## src/rtl/idct2_1d_serial.sv

```systemverilog
// Serial 1-D inverse DCT-II for N = 4/8/16/32 using the HEVC-style integer basis.
// Each output sample needs N multiply-accumulate cycles, then one handshake cycle in OUT.
module idct2_1d_serial #(
   parameter int SHIFT = 7,
   parameter int OUT_W = 16
) (
   input  logic             clk,
   input  logic             rst_n,
   input  logic             in_valid,
   output logic             in_ready,
   input  logic [1:0]       in_n,
   input  logic [0:511]     in_coef,
   output logic             out_valid,
   input  logic             out_ready,
   output logic [OUT_W-1:0] out_data,
   output logic [4:0]       out_idx,
   output logic             out_last
);

   typedef enum logic [1:0] {IDLE, MAC, OUT} state_t;

   localparam logic signed [32:0] RND     = 33'sd1 <<< (SHIFT - 1);
   localparam logic signed [32:0] SAT_MAX = (33'sd1 <<< (OUT_W - 1)) - 33'sd1;
   localparam logic signed [32:0] SAT_MIN = -(33'sd1 <<< (OUT_W - 1));

   // Basis magnitudes for folded angle indices 0..31 (index 32 is the zero crossing).
   function automatic logic signed [7:0] g_val(input logic [5:0] m);
      logic signed [7:0] v;
      case (m)
         6'd0:  v = 8'sd64;  6'd1:  v = 8'sd90;  6'd2:  v = 8'sd90;  6'd3:  v = 8'sd90;
         6'd4:  v = 8'sd89;  6'd5:  v = 8'sd88;  6'd6:  v = 8'sd87;  6'd7:  v = 8'sd85;
         6'd8:  v = 8'sd83;  6'd9:  v = 8'sd82;  6'd10: v = 8'sd80;  6'd11: v = 8'sd78;
         6'd12: v = 8'sd75;  6'd13: v = 8'sd73;  6'd14: v = 8'sd70;  6'd15: v = 8'sd67;
         6'd16: v = 8'sd64;  6'd17: v = 8'sd61;  6'd18: v = 8'sd57;  6'd19: v = 8'sd54;
         6'd20: v = 8'sd50;  6'd21: v = 8'sd46;  6'd22: v = 8'sd43;  6'd23: v = 8'sd38;
         6'd24: v = 8'sd36;  6'd25: v = 8'sd31;  6'd26: v = 8'sd25;  6'd27: v = 8'sd22;
         6'd28: v = 8'sd18;  6'd29: v = 8'sd13;  6'd30: v = 8'sd9;   6'd31: v = 8'sd4;
         default: v = 8'sd0;
      endcase
      return v;
   endfunction

   // Angle index is (2i+1)*k scaled to a 128-step circle; mod 128 is just the low 7 bits.
   function automatic logic signed [7:0] t_val(input logic [1:0] n, input logic [4:0] i,
                                               input logic [4:0] k);
      logic [11:0] p;
      logic [11:0] sh;
      logic [6:0]  m;
      logic signed [7:0] v;
      p  = 12'({i, 1'b1}) * 12'(k);
      sh = p << (2'd3 - n);
      m  = sh[6:0];
      if (m > 7'd64)
         m = 7'd0 - m;
      if (m == 7'd32)
         v = 8'sd0;
      else if (m > 7'd32)
         v = -g_val(6'(7'd64 - m));
      else
         v = g_val(m[5:0]);
      return v;
   endfunction

   state_t              state_q, state_d;
   logic [1:0]          n_q, n_d;
   logic [0:511]        coef_q, coef_d;
   logic [4:0]          i_q, i_d;
   logic [4:0]          k_q, k_d;
   logic signed [31:0]  acc_q, acc_d;
   logic [OUT_W-1:0]    out_data_q, out_data_d;
   logic [4:0]          out_idx_q, out_idx_d;
   logic                out_last_q, out_last_d;

   logic [4:0]          nm1;
   logic signed [15:0]  coef_k;
   logic signed [7:0]   t_k;
   logic signed [23:0]  prod_w;
   logic signed [31:0]  acc_sum;
   logic signed [32:0]  rnd;
   logic signed [32:0]  shifted;
   logic [OUT_W-1:0]    sat_val;

   always_comb begin
      nm1     = 5'((6'd4 << n_q) - 6'd1);
      coef_k  = coef_q[{k_q, 4'b0000} +: 16];
      t_k     = t_val(n_q, i_q, k_q);
      prod_w  = 24'(coef_k) * 24'(t_k);
      acc_sum = acc_q + 32'(prod_w);
      rnd     = 33'(acc_sum) + RND;
      shifted = rnd >>> SHIFT;
      if (shifted > SAT_MAX)
         sat_val = SAT_MAX[OUT_W-1:0];
      else if (shifted < SAT_MIN)
         sat_val = SAT_MIN[OUT_W-1:0];
      else
         sat_val = shifted[OUT_W-1:0];
   end

   always_comb begin
      state_d    = state_q;
      n_d        = n_q;
      coef_d     = coef_q;
      i_d        = i_q;
      k_d        = k_q;
      acc_d      = acc_q;
      out_data_d = out_data_q;
      out_idx_d  = out_idx_q;
      out_last_d = out_last_q;
      case (state_q)
         IDLE: begin
            if (in_valid) begin
               coef_d  = in_coef;
               n_d     = in_n;
               i_d     = '0;
               k_d     = '0;
               acc_d   = '0;
               state_d = MAC;
            end
         end
         MAC: begin
            acc_d = acc_sum;
            if (k_q == nm1) begin
               out_data_d = sat_val;
               out_idx_d  = i_q;
               out_last_d = (i_q == nm1);
               state_d    = OUT;
            end else begin
               k_d = k_q + 5'd1;
            end
         end
         OUT: begin
            if (out_ready) begin
               if (i_q == nm1) begin
                  state_d = IDLE;
               end else begin
                  i_d     = i_q + 5'd1;
                  k_d     = '0;
                  acc_d   = '0;
                  state_d = MAC;
               end
            end
         end
         default: state_d = IDLE;
      endcase
   end

   always_ff @(posedge clk or negedge rst_n) begin
      if (!rst_n) begin
         state_q    <= IDLE;
         n_q        <= '0;
         coef_q     <= '0;
         i_q        <= '0;
         k_q        <= '0;
         acc_q      <= '0;
         out_data_q <= '0;
         out_idx_q  <= '0;
         out_last_q <= 1'b0;
      end else begin
         state_q    <= state_d;
         n_q        <= n_d;
         coef_q     <= coef_d;
         i_q        <= i_d;
         k_q        <= k_d;
         acc_q      <= acc_d;
         out_data_q <= out_data_d;
         out_idx_q  <= out_idx_d;
         out_last_q <= out_last_d;
      end
   end

   assign in_ready  = (state_q == IDLE);
   assign out_valid = (state_q == OUT);
   assign out_data  = out_data_q;
   assign out_idx   = out_idx_q;
   assign out_last  = out_last_q;

endmodule

```

## config.mk

```make
export PLATFORM = sky130hd
export DESIGN_NAME = idct2_1d_serial
export DESIGN_NICKNAME = d
export VERILOG_FILES = /design/src/rtl/idct2_1d_serial.sv
export SDC_FILE = /design/constraint.sdc
export NUM_CORES = 1
export LEC_CHECK = 0
export ABC_CLOCK_PERIOD_IN_PS = 24200
export CAP_MARGIN = 20
export CELL_PAD_IN_SITES_DETAIL_PLACEMENT = 1
export CELL_PAD_IN_SITES_GLOBAL_PLACEMENT = 2
export CORE_MARGIN = 10
export CORE_UTILIZATION = 35
export DETAILED_ROUTE_END_ITERATION = 10
export PLACE_DENSITY_LB_ADDON = 0.1
export SYNTH_ARGS = -nofsm -noshare
export SYNTH_HDL_FRONTEND = slang
export SYNTH_SLANG_ARGS = --single-unit
```

## constraint.sdc

```tcl
create_clock -name clk -period 24.2 [get_ports clk]
set_clock_uncertainty 0.15 [all_clocks]
set_input_delay 4.84 -clock clk [delete_from_list [all_inputs] [get_ports clk]]
set_output_delay 4.84 -clock clk [all_outputs]
set_load 0.02 [all_outputs]
```

==> impl_metrics.env, run 1 <==
export IMPL_status="finished clean"
export IMPL_rows=116
export IMPL_synth_top_area_share_pct=41.35
export IMPL_r2r_setup_slack_ns=8.91
export IMPL_io_pins=542
export IMPL_vias=24040
export IMPL_cp_max_fo=49
export IMPL_synth_top_cells_by_count="dfrtp_1 (580), mux2_2 (523), inv_1 (212), fa_1 (168), mux4_2 (162)"
export IMPL_syn_avg_cell_area_um2=13.00
export IMPL_dp_hpwl_mm=96.94
export IMPL_crit_type="flop to flop"
export IMPL_worstPathArrival_ns=15.64
export IMPL_fp_dieW_um=336.7
export IMPL_regToRegStartpoint="k_q[1]"
export IMPL_critPathSlowestCell="dfrtp_4"
export IMPL_cp_data_required_time_ns=24.55
export IMPL_antenna_found_initial=83
export IMPL_synth_async_reset_ratio_pct=100.0
export IMPL_wl_mm=122.9
export IMPL_ctsResizeCount=0
export IMPL_clk_pin_slew_ns=0.06
export IMPL_min_period_ns=15.29
export IMPL_grt_ovfl_total=0
export IMPL_viasPerCell=5.252
export IMPL_min_to="acc_q[5]"
export IMPL_crit_path_frequent_cell="fa_1"
export IMPL_fin_tns_setup_ns=0
export IMPL_start_util_pct=35.15
export IMPL_cts_root_buffer="clkbuf_16"
export IMPL_numCtsBuffers=73
export IMPL_crit_path_max_incr_delay_ns=0.85
export IMPL_setup_viol=0
export IMPL_synthesis_area_um2=35100
export IMPL_slew_violations=0
export IMPL_yosysSeqAreaShare_pct=41.35
export IMPL_fillers=10260
export IMPL_synth_area_leaders="dfrtp_1 (41%), mux2_2 (17%), mux4_2 (10%)"
export IMPL_hold_path_class="flop to flop"
export IMPL_io_buffer_count=541
export IMPL_core_area_um2=99860
export IMPL_critPathBufInv=3
export IMPL_ys_ff_latch=580
export IMPL_gp_congestion=0.8602
export IMPL_timing_final_crit_share_pct=63.19
export IMPL_postCtsSetupBuffers=0
export IMPL_reg2reg_depth=43
export IMPL_layout_nets=3979
export IMPL_clkSinkCount=580
export IMPL_syn2layout_area_growth_pct=26.59
export IMPL_cp_top_family="adder cells"
export IMPL_maxCapViolations=0
export IMPL_grt_max_degree=200
export IMPL_hold_violations=0
export IMPL_drive_gt1_share_pct=27.13
export IMPL_yosysTopAreaCell="dfrtp_1"
export IMPL_rsz0062_at_grt="false"
export IMPL_die_h_um=336.7
export IMPL_min_from="acc_q[5]"
export IMPL_clock_latency_ns=0.66
export IMPL_synthCells=2700
export IMPL_drc=0
export IMPL_fmax_ghz=0.06539
export IMPL_r2r_end="out_data[6]"
export IMPL_holdPathStages=2
export IMPL_ant_nets=0
export IMPL_synth_edf_count=0
export IMPL_ys_types=100
export IMPL_yosysMostFrequentCell="dfrtp_1"
export IMPL_drt_iter0_markers=1177
export IMPL_cp_end_kind="flop"
export IMPL_track_usage_pct=21.53
export IMPL_cts_tree="built"
export IMPL_worst_slew_pin_slew_ns=1.218
export IMPL_slew_headroom_pct=18.77
export IMPL_wl_per_cell_um=26.85
export IMPL_cts_buffer_depth=3
export IMPL_yosysWarnings=0
export IMPL_die_area_um2=113400
export IMPL_syn_nets=3478
export IMPL_grt_pass1_vias=27320
export IMPL_ctsHtreeMaxLevel=3
export IMPL_cts_hold_buf=0
export IMPL_drt_pass1_iterations=5
export IMPL_cp_start_kind="flop"
export IMPL_synth_flop_cell="dfrtp_1"
export IMPL_grt_pass1_wl_mm=181.6
==> metal layers <==
layer  share of wire, %  global-route usage (%)  up-vias
met5               0.51                       0        -
met4                2.3                   6.010       96
met3                8.1                   7.939      218
met2                 48                   35.39      548
met1                 41                   26.38    12520
li1                   -                       -    10660
==> tightest hold or removal path, stage by stage, from the launching register on <==
cell and delay, ns:
dfrtp_1 0.35, nand2_1 0.05, o21ai_0 0.06
==> logic make-up (layout without fill, tap and decap cells) <==
family | Yosys count | in the layout | synth area share [%]
AO/OA/AOI/OAI | 255 | 255 | 5.501
XOR/XNOR | 77 | 77 | 1.986
adder cells (fa/ha/maj) | 260 | 260 | 12.86
buffers and inverters | 360 | 915 | 3.975
flip-flops | 580 | 580 | 41.35
multiplexers | 709 | 709 | 27.89
other | 0 | 24 | 0
AND/OR/NAND/NOR | 459 | 459 | 6.431
==> cell usage in the layout, fill, tap and decap left out, drive strengths merged, types with 17 or more instances in the layout <==
cell type      count
ha                92
mux4             162
fa               168
buf               32
clkbuf           105
mux2             523
and3              17
nand2b            27
a22o              25
nand3             25
a21oi             49
mux2i             24
nand2            105
xnor2             48
diode             24
o22ai             18
o21ai             44
clkdlybuf4s50    540
inv              216
xor2              29
nor3              25
nor2             155
and2              23
dfrtp            580
==> stage by stage <==
step | hold slack (ns) | util, % | area, um2 | setup slack, ns | std cells
after floorplan | 0.2998 | - | 35100 | 11.08 | 2700
after global placement | 0.3139 | 41.89 | 41830 | 9.385 | 4422
after detailed placement | 0.3343 | 41.89 | 41830 | 9.025 | 4422
after CTS | 0.3523 | 44.38 | 44320 | 8.983 | 4551
after global routing | 0.3621 | 44.47 | 44410 | 7.885 | 4567
final | 0.3462 | 44.50 | 44430 | 8.908 | 4577
==> sequential cells by signal, indices dropped and copies added (netlist names) <==
register,flops
acc_q,32
coef_q,512
i_q,5
k_q,5
n_q,2
out_data,16
out_idx,5
out_last,1
state_q,2
==> layout make-up <==
cell class	instances	area [um2]	share of cell area, %
multi-input combinational	1760	19200	43.22
clock buffer	105	2130	4.793
antenna	24	60.06	0.1352
inverter	214	803.3	1.808
sequential	580	14520	32.69
timing repair buffer	572	5731	12.90
tap	1298	1624	3.655
clock inverter	24	356.6	0.8026
==> worst max-delay path by stage <==
stage               slack (ns)  depth (start not counted)      endpoint   start
global placement          9.38                         43   out_data[5]  k_q[1]
global route              7.88                         43  out_data[10]  k_q[1]
detailed placement        9.02                         43   out_data[8]  k_q[1]
floorplan                11.08                         47  out_data[14]  k_q[2]
finish                    8.91                         43   out_data[6]  k_q[1]
CTS                       8.98                         43   out_data[6]  k_q[1]
Power of run 1 is left out: the tool's default activity adds up to more than one toggle a clock period on the data nets, which glitch-free logic cannot reach.
==> run 2: changes to the inputs <==
- ABC_CLOCK_PERIOD_IN_PS: 24200 -> 14700
- clock period: 24.2 -> 14.7 ns (I/O delays scaled with it)
==> run 2 against run 1 <==
  * Utilization increased by 0.11 points
  * Non-clock buffer count increased by 16
  * Clock-buffer cell count decreased by 2
  * Wire length about the same
  * Critical path depth increased by 1
  * Register-to-register slack got worse by 8.0 ns
  * Worst setup slack got worse by 8.0 ns
  * Sequential share of layout area decreased by 0.080 points
  * Critical path type unchanged
  * Largest cell class unchanged
==> impl_metrics.env, run 2 (synthesis gave the netlist of run 1 again) <==
export IMPL_wl_mm=122.8
export IMPL_numCtsBuffers=74
export IMPL_ctsHtreeMaxLevel=3
export IMPL_gr_usage_met1_pct=26.32
export IMPL_largest_register="coef_q"
export IMPL_cts_buffer_depth=3
export IMPL_maxCapViolations=0
export IMPL_drive_gt1_share_pct=27.68
export IMPL_gr_max_usage_layer="met2"
export IMPL_cp_max_fo=16
export IMPL_crit_type="flop to flop"
export IMPL_drc=0
export IMPL_dp_slack_ns=0.3720
export IMPL_mostFrequentLayoutCells="dfrtp_1 (576), clkdlybuf4s50_1 (540), mux2_2 (523), inv_1 (212), fa_1 (168)"
export IMPL_crit_path_frequent_cell="fa_1"
export IMPL_drt_iter0_markers=1296
export IMPL_worstPathArrival_ns=14.17
export IMPL_min_period_ns=13.78
export IMPL_fin_tns_setup_ns=0
export IMPL_grtUsageMet2_pct=34.71
export IMPL_syn2layout_area_growth_pct=26.90
export IMPL_die_area_um2=113400
export IMPL_cts_tree="built"
export IMPL_grt_ovfl_total=0
export IMPL_worst_slew_pin_slew_ns=1.080
export IMPL_ant_nets=0
export IMPL_final_common_cell="dfrtp_1"
export IMPL_status="finished clean"
export IMPL_wl_per_cell_um=26.68
export IMPL_io_pins=542
export IMPL_start_util_pct=35.15
export IMPL_setup_viol=0
export IMPL_hold_violations=0
export IMPL_antenna_found_initial=88
export IMPL_dp_hpwl_mm=97.18
export IMPL_track_usage_pct=21.60
export IMPL_io_buffer_count=541
export IMPL_finalInstanceArea_um2=44540
export IMPL_die_h_um=336.7
export IMPL_crit_path_max_incr_delay_ns=0.68
export IMPL_hold_path_class="flop to flop"
export IMPL_rows=116
export IMPL_clk_pin_slew_ns=0.06
export IMPL_layout_nets=3996
export IMPL_cp_start_kind="flop"
export IMPL_grt_max_degree=144
export IMPL_critPathSlowestCell="fa_1"
export IMPL_viasPerCell=5.230
export IMPL_vias=24080
export IMPL_rsz0062_at_grt="false"
export IMPL_clock_latency_ns=0.66
export IMPL_gp_congestion=0.8485
export IMPL_grt_met3_usage_pct=8.094
export IMPL_timing_final_crit_share_pct=93.71
export IMPL_cts_root_buffer="clkbuf_16"
export IMPL_slew_headroom_pct=28.01
export IMPL_placed_area_um2=41890
export IMPL_grt_pass1_wl_mm=182.1
export IMPL_clkSinkCount=580
export IMPL_cp_data_required_time_ns=15.10
export IMPL_largest_reg_flops=512
export IMPL_grt_pass1_vias=27520
export IMPL_core_area_um2=99860
export IMPL_drt_pass1_iterations=5
export IMPL_fin_ws_ns=0.9247
export IMPL_fmax_ghz=0.07259
export IMPL_cp_end_kind="flop"
export IMPL_fp_dieW_um=336.7
export IMPL_slew_violations=0
-- run 2: final cells by class --
| cell class | instances | area (um2) |
|---|---|---|
| antenna | 36 | 90.09 |
| clock buffer | 103 | 2142 |
| clock inverter | 24 | 306.5 |
| fill | 10330 | 55320 |
| inverter | 214 | 803.3 |
| multi-input combinational | 1760 | 19230 |
| sequential | 580 | 14520 |
| tap | 1298 | 1624 |
| timing repair buffer | 588 | 5818 |
-- run 2: final timing paths --
| kind | start | endpoint | slack (ns) | cells past startpoint |
|---|---|---|---|---|
| setup / recovery | k_q[3] | out_data[5] | 0.92 | 44 |
| hold / removal | acc_q[18] | acc_q[18] | 0.34 | 2 |
| setup reg to reg | k_q[3] | out_data[5] | 0.92 | 44 |
| hold reg to reg | acc_q[18] | acc_q[18] | 0.34 | 2 |
| max in group asynchronous | rst_n | coef_q[7] | 9.39 | 5 |
| min in group asynchronous | rst_n | acc_q[1] | 2.19 | 1 |
-- run 2: timing repair --
action / 4_1_cts / 5_1_grt
setup endpoints to repair: 0 / 16
hold endpoints to repair: 0 / 0
resized for setup: 0 / 6
buffers inserted: 0 / 5
hold buffers: 0 / 0
-- run 2: layer usage --
metal  wire length, um  vias to the layer above
met5               632                        -
met4              3433                       94
met3              9868                      238
met2             58750                      551
met1             50140                    12520
li1                  -                    10670
-- run 2: metrics by stage --
step                      std cells  utilization [%]  hold WS, ns
after global placement         4433            41.95       0.3185
after floorplan                2700                -       0.2998
after global routing           4592            44.58       0.3609
final                          4603            44.60       0.3426
after detailed placement       4433            41.95       0.3355
after CTS                      4560            44.41       0.3528
-- run 2: worst max-delay path: cells and delay by family (launching register included) --
family	cells	cell delay [ns]
xor gates and xnor gates	3	0.65
buffers and inverters	3	0.29
and+or+nand+nor	8	1.90
DFF	1	0.58
AOI/OAI and AO/OA	18	4.50
adders and majority gates	12	5.59
Power of run 2 is left out for the same reason.
